**src/rtl/dot_product_sequencer.sv**
```systemverilog
// Sequences one shared multiplier/rounding pipeline through a dot product term by term.
// Optional accumulator saturation is enabled by defining DOTP_SAT_EN; default build wraps.
module dot_product_sequencer #(
  parameter int WIDTH_PROD_ROUNDED = 4,
  parameter int WIDTH_ACC          = 6,
  parameter int LEN_W              = 3
) (
  input  logic                          clk,
  input  logic                          rst_n,
  input  logic                          start,
  input  logic [LEN_W-1:0]              len_m1,
  output logic                          busy,
  output logic [LEN_W-1:0]              addr,
  output logic                          op_req,
  input  logic                          op_rdy,
  input  logic                          prod_vld,
  input  logic [WIDTH_PROD_ROUNDED-1:0] prod_rounded,
  output logic [WIDTH_ACC-1:0]          result,
  output logic                          result_vld,
  input  logic                          result_rdy,
  output logic                          sat_flag,
  output logic [1:0]                    fsm_state
);

  // Handshakes: a transfer happens on a rising edge where valid and ready are both
  // high; valid never drops and its payload never changes until that transfer.
  typedef enum logic [1:0] {
    IDLE  = 2'd0,
    ISSUE = 2'd1,
    DRAIN = 2'd2,
    DONE  = 2'd3
  } state_t;

  localparam int MSB = WIDTH_ACC - 1;

  state_t               state, state_nxt;
  logic [LEN_W-1:0]     len_q;
  logic [LEN_W-1:0]     issue_cnt;
  logic [LEN_W-1:0]     recv_cnt;
  logic [WIDTH_ACC-1:0] acc;
  logic [WIDTH_ACC-1:0] prod_ext;
  logic [WIDTH_ACC-1:0] sum_wrap;
  logic [WIDTH_ACC-1:0] acc_nxt;
  logic                 job_start;
  logic                 op_xfer;
  logic                 acc_en;
  logic                 last_issue;
  logic                 last_recv;

  assign job_start  = (state == IDLE) && start;
  assign op_xfer    = (state == ISSUE) && op_rdy;
  assign acc_en     = prod_vld && ((state == ISSUE) || (state == DRAIN));
  assign last_issue = op_xfer && (issue_cnt == len_q);
  assign last_recv  = acc_en && (state == DRAIN) && (recv_cnt == len_q);

  assign prod_ext = {{(WIDTH_ACC-WIDTH_PROD_ROUNDED){prod_rounded[WIDTH_PROD_ROUNDED-1]}},
                     prod_rounded};
  assign sum_wrap = acc + prod_ext;

`ifdef DOTP_SAT_EN
  localparam logic [WIDTH_ACC-1:0] ACC_MAX = {1'b0, {(WIDTH_ACC-1){1'b1}}};
  localparam logic [WIDTH_ACC-1:0] ACC_MIN = {1'b1, {(WIDTH_ACC-1){1'b0}}};

  logic sat_hit;
  logic sat_q;

  // Overflow only when both addends share a sign and the sum's sign differs.
  always_comb begin
    sat_hit = (acc[MSB] == prod_ext[MSB]) && (sum_wrap[MSB] != acc[MSB]);
    acc_nxt = sum_wrap;
    if (sat_hit) begin
      acc_nxt = acc[MSB] ? ACC_MIN : ACC_MAX;
    end
  end

  always_ff @(posedge clk) begin
    if (!rst_n) begin
      sat_q <= 1'b0;
    end else if (job_start) begin
      sat_q <= 1'b0;
    end else if (acc_en && sat_hit) begin
      sat_q <= 1'b1;
    end
  end

  assign sat_flag = sat_q;
`else
  assign acc_nxt  = sum_wrap;
  assign sat_flag = 1'b0;
`endif

  always_ff @(posedge clk) begin
    if (!rst_n) begin
      state <= IDLE;
    end else begin
      state <= state_nxt;
    end
  end

  always_comb begin
    state_nxt = state;
    unique case (state)
      IDLE:    if (start)      state_nxt = ISSUE;
      ISSUE:   if (last_issue) state_nxt = DRAIN;
      DRAIN:   if (last_recv)  state_nxt = DONE;
      DONE:    if (result_rdy) state_nxt = IDLE;
      default:                 state_nxt = IDLE;
    endcase
  end

  // Counters stop on their final term so they never wrap, even at the maximum length.
  always_ff @(posedge clk) begin
    if (!rst_n) begin
      len_q     <= '0;
      issue_cnt <= '0;
      recv_cnt  <= '0;
      acc       <= '0;
    end else if (job_start) begin
      len_q     <= len_m1;
      issue_cnt <= '0;
      recv_cnt  <= '0;
      acc       <= '0;
    end else begin
      if (op_xfer && !last_issue) begin
        issue_cnt <= issue_cnt + 1'b1;
      end
      if (acc_en) begin
        acc <= acc_nxt;
        if (recv_cnt != len_q) begin
          recv_cnt <= recv_cnt + 1'b1;
        end
      end
    end
  end

  // The accumulator only moves during ISSUE/DRAIN, so it doubles as the held result.
  assign busy       = (state != IDLE);
  assign op_req     = (state == ISSUE);
  assign addr       = (state == ISSUE) ? issue_cnt : '0;
  assign result     = acc;
  assign result_vld = (state == DONE);
  assign fsm_state  = state;

endmodule

```
**config.mk**
```make
export PLATFORM = sky130hd
export DESIGN_NAME = dot_product_sequencer
export DESIGN_NICKNAME = d
export VERILOG_FILES = /design/src/rtl/dot_product_sequencer.sv
export SDC_FILE = /design/constraint.sdc
export NUM_CORES = 1
export LEC_CHECK = 0
export CORE_MARGIN = 2
export CORE_UTILIZATION = 48
export DETAILED_ROUTE_END_ITERATION = 7
export PLACE_DENSITY_LB_ADDON = 0.08
export SLEW_MARGIN = 20
export SYNTH_ARGS = -nofsm -noshare
export SYNTH_HDL_FRONTEND = slang
export SYNTH_SLANG_ARGS = --single-unit
```
**constraint.sdc**
```tcl
create_clock -name clk -period 2.2 [get_ports clk]
set_clock_uncertainty 0.2 [all_clocks]
set_input_delay 0.44 -clock clk [delete_from_list [all_inputs] [get_ports clk]]
set_output_delay 0.44 -clock clk [all_outputs]
set_load 0.05 [all_outputs]
```
==> impl_metrics.csv <==
group,metric,value,unit
cts,clock_tree.root_cell,"sky130_fd_sc_hd__clkbuf_4",
sta,setup_repair_after_global_routing_missed_its_margin,"no",
cts,h_tree_levels,1,
outcome,outcome,"complete, no violations",
worst_setup_path,critical_path.n_buffers_inverters,1,
worst_setup_path,timing.critical_path.from_type,"flip-flop",
die,io_pins,28,
yosys,synth_area,1076,um^2
global_routing,grt_start_max_net_pins,10,
yosys,synth_async_sr_flop_share,0,%
worst_setup_path,critical-path-slowest-cell,"sky130_fd_sc_hd__clkdlybuf4s50_1",
hold_path,min_from,"result[0]",
worst_setup_path,critical_path_depth,1,
global_routing,gr-usage-all-layers,19.52,%
die,floorplan.core_area,2170,um^2
final_layout,final_nets,187,
hold_path,hold_class,"flip-flop to flip-flop",
worst_setup_path,worstPathMaxFanout,4,
worst_setup_path,r2r_endpoint,"result[5]",
die,die_area,2636,um^2
detailed_routing,detail_route.wirelength,2321,um
die,die_width,51.35,um
hold_path,min_to,"result[0]",
cts,clock_sinks,17,
sta,final_period_minus_worst_setup_slack,2.124,ns
worst_setup_path,worst_flop_to_flop_path_startpoint,"fsm_state[0]",
worst_setup_path,critical_path.max_stage_delay,0.81,ns
cts,post_cts_resize_count,0,
flow_run,drv_cap,0,
detailed_routing,antenna_left,0,
detailed_routing,route.detailed.drc,0,
yosys,synth.top_cells.by_count,"17 x sky130_fd_sc_hd__dfxtp_1, 13 x sky130_fd_sc_hd__nand2_1, 11 x sky130_fd_sc_hd__ha_1, 11 x sky130_fd_sc_hd__nor2_1, 10 x sky130_fd_sc_hd__inv_1",
yosys,post-synth-top-count-cell,"sky130_fd_sc_hd__dfxtp_1",
yosys,synth-edff-count,0,
final_layout,fillCellCount,192,
worst_setup_path,worst_setup_path_end_kind,"output port",
die,standard_cell_row_count,17,
sta,final.period_utilization,96.56,%
worst_setup_path,worst_r2r_path_depth,7,
cts,postCtsSetupRepairBufs,0,
yosys,leading_area_contributor_after_synthesis,"sky130_fd_sc_hd__dfxtp_1",
place,port-buffer-count,26,
cts,numCtsBuffers,3,
final_layout,utilization,68.11,%
sta,max_freq,0.4707,GHz
yosys,number_of_nets_in_the_synthesized_netlist,152,
cts,postCtsHoldBufs,0,
global_routing,grt_antenna_before_repair,0,
detailed_routing,average_wire_per_cell_in_the_routed_design,12.28,um
sta,final_setup_violation_count,0,
place,hpwlAfterDp,1893,um
detailed_routing,post_drt_via_cell_ratio,5.127,
cts,cts_tree,"built",
sta,timing.setup.tns,0,ns
worst_setup_path,required_time_at_the_endpoint_of_the_critical_path,1.56,ns
yosys,syn_avg_cell_area,8.473,um^2
global_routing,globalRoute.totalOverflow,0,
detailed_routing,initialDrtViolationCount,12,
power_and_ir_drop,cellLeakagePower,0.6131,nW
sta,report.final.slew_viol_count,0,
detailed_routing,detail_route.first_pass.iterations,4,
yosys,synth_area_leaders,"sky130_fd_sc_hd__dfxtp_1 32%, sky130_fd_sc_hd__ha_1 13%, sky130_fd_sc_hd__xor2_1 4.9%",
sta,relSlewSlack,66.63,%
global_routing,grt_pass1_vias,917,
final_layout,antennaDiodeCount,0,
yosys,synth_top_flop_cell,"sky130_fd_sc_hd__dfxtp_1",
yosys,synth_cell_types,32,
worst_setup_path,timing.critical_path.arrival,1.48,ns
place,place.gp.congestion,0.7864,
die,initial_core_util,49.60,%
yosys,netlist_instances,127,
worst_setup_path,cp_cell_sequence,"clkdlybuf4s50_1",
cts,clock_latency_reported_for_the_late_side_of_the_worst_skew_pair,0.29,ns
sta,worst_slew_pin_slew,0.4990,ns
worst_setup_path,worst-setup-path-type,"flip-flop to output port",
sta,hold_violations,0,
yosys,synth.top_cell.area_share,31.63,%
yosys,synth_seq_area_share,31.63,%
worst_setup_path,critical-path-top-delay-family,"buffers and inverters",
cts,clock_pin_slew_worst_setup_and_hold_paths,0.10,ns
final_layout,area_growth_syn_to_layout,37.33,%
power_and_ir_drop,worst_ir_drop_vdd,0.001006,V
yosys,yosys_register_bits,17,
cts,cts-root-to-sink-buffers,2,
final_layout,share_of_final_layout_standard_cells_stronger_than_drive_strength_1,14.91,%
die,die_y,51.35,um
power_and_ir_drop,total_power_per_unit_cell_area,1048,nW/um^2
yosys,synthesis.yosys.warnings,0,
global_routing,grt_first_pass_wirelength,3926,um
worst_setup_path,r2r_slack,0.27,ns
hold_path,worstHoldPathCells,2,
detailed_routing,via_count,969,
power_and_ir_drop,report.power.total,0.001549,W
==> cell families (layout without fill, tap and decap cells) <==
| kind of cell | after synthesis | after routing | synth area share [%] |
|---|---|---|---|
| adders and majority gates | 12 | 12 | 14.65 |
| DFF | 17 | 17 | 31.63 |
| buffers and inverters | 14 | 48 | 5.349 |
| xor gates and xnor gates | 11 | 11 | 8.953 |
| and+or+nand+nor | 44 | 44 | 19.30 |
| muxes | 2 | 2 | 1.861 |
| other | 1 | 1 | 0.3485 |
| AOI/OAI and AO/OA | 26 | 26 | 17.91 |
==> cell type report <==
cell class                      count  area (um^2)  area share, %
Sequential cell                    17        342.8          23.20
Inverter                           10        37.54          2.540
Multi-Input combinational cell     96        680.7          46.06
Tap cell                           28        35.03          2.371
Timing Repair Buffer               34        355.3          24.05
Clock buffer                        4        26.28          1.778
==> cell usage in the layout, fill, tap and decap left out, types with 3 or more instances in the layout <==
cell type                         netlist  final
sky130_fd_sc_hd__clkdlybuf4s50_1        0     20
sky130_fd_sc_hd__dfxtp_1               17     15
sky130_fd_sc_hd__nand2_1               13     13
sky130_fd_sc_hd__nor2_1                11     11
sky130_fd_sc_hd__inv_1                 10     10
sky130_fd_sc_hd__ha_1                  11     10
sky130_fd_sc_hd__buf_4                  1     10
sky130_fd_sc_hd__nand3_1                8      8
sky130_fd_sc_hd__a21oi_1                6      6
sky130_fd_sc_hd__xor2_1                 6      6
sky130_fd_sc_hd__xnor2_1                5      5
sky130_fd_sc_hd__and2_1                 4      4
sky130_fd_sc_hd__o21ai_0                4      4
sky130_fd_sc_hd__buf_12                 0      4
sky130_fd_sc_hd__nand4_1                3      3
sky130_fd_sc_hd__a211oi_1               3      3
sky130_fd_sc_hd__a21boi_0               3      3
sky130_fd_sc_hd__clkbuf_4               0      3
==> report_power, final <==
group	leakage (nW)	total [W]	switching [W]	internal [W]
registers	0.139	0.000428	0.0000597	0.000368
logic	0.459	0.000951	0.000580	0.000371
clock network	0.0150	0.000170	0.0000995	0.0000704
total	0.613	0.00155	0.000739	0.000810
==> through the flow <==
| stage | instance area, um^2 | instances | setup slack [ns] | hold WS (ns) |
|---|---|---|---|---|
| floorplan | 1081 | 127 | 0.05471 | 0.2723 |
| global placement | 1451 | 185 | -0.1006 | 0.2605 |
| detailed placement | 1451 | 185 | -0.1603 | 0.2730 |
| CTS | 1478 | 189 | 0.06486 | 0.2876 |
| global route | 1478 | 189 | 0.02326 | 0.3127 |
| finish | 1478 | 189 | 0.07565 | 0.2866 |
==> flip-flops by register name (all words and copies together) (netlist names) <==
register,flops
fsm_state,2
len_q,3
issue_cnt,3
result,6
recv_cnt,3
==> per-layer routing <==
metal  vias to the layer above  wire length [um]  GRT usage (%)
met5                         -                 0              0
met2                        23              1214          37.66
met4                         0                 0          3.947
met3                         0               107          3.216
met1                       444              1000          22.36
li1                        502                 -              -
==> worst max-delay path by stage <==
stage	from	to	slack (ns)
2_1_floorplan	fsm_state[0]	fsm_state[1]	0.05
3_3_place_gp	prod_rounded[0]	result[4]	-0.10
3_5_place_dp	prod_rounded[0]	result[4]	-0.16
4_1_cts	result[1]	result[1]	0.06
5_1_grt	result[1]	result[1]	0.02
6_report	result[1]	result[1]	0.08
(Power assumes the default switching activity.)
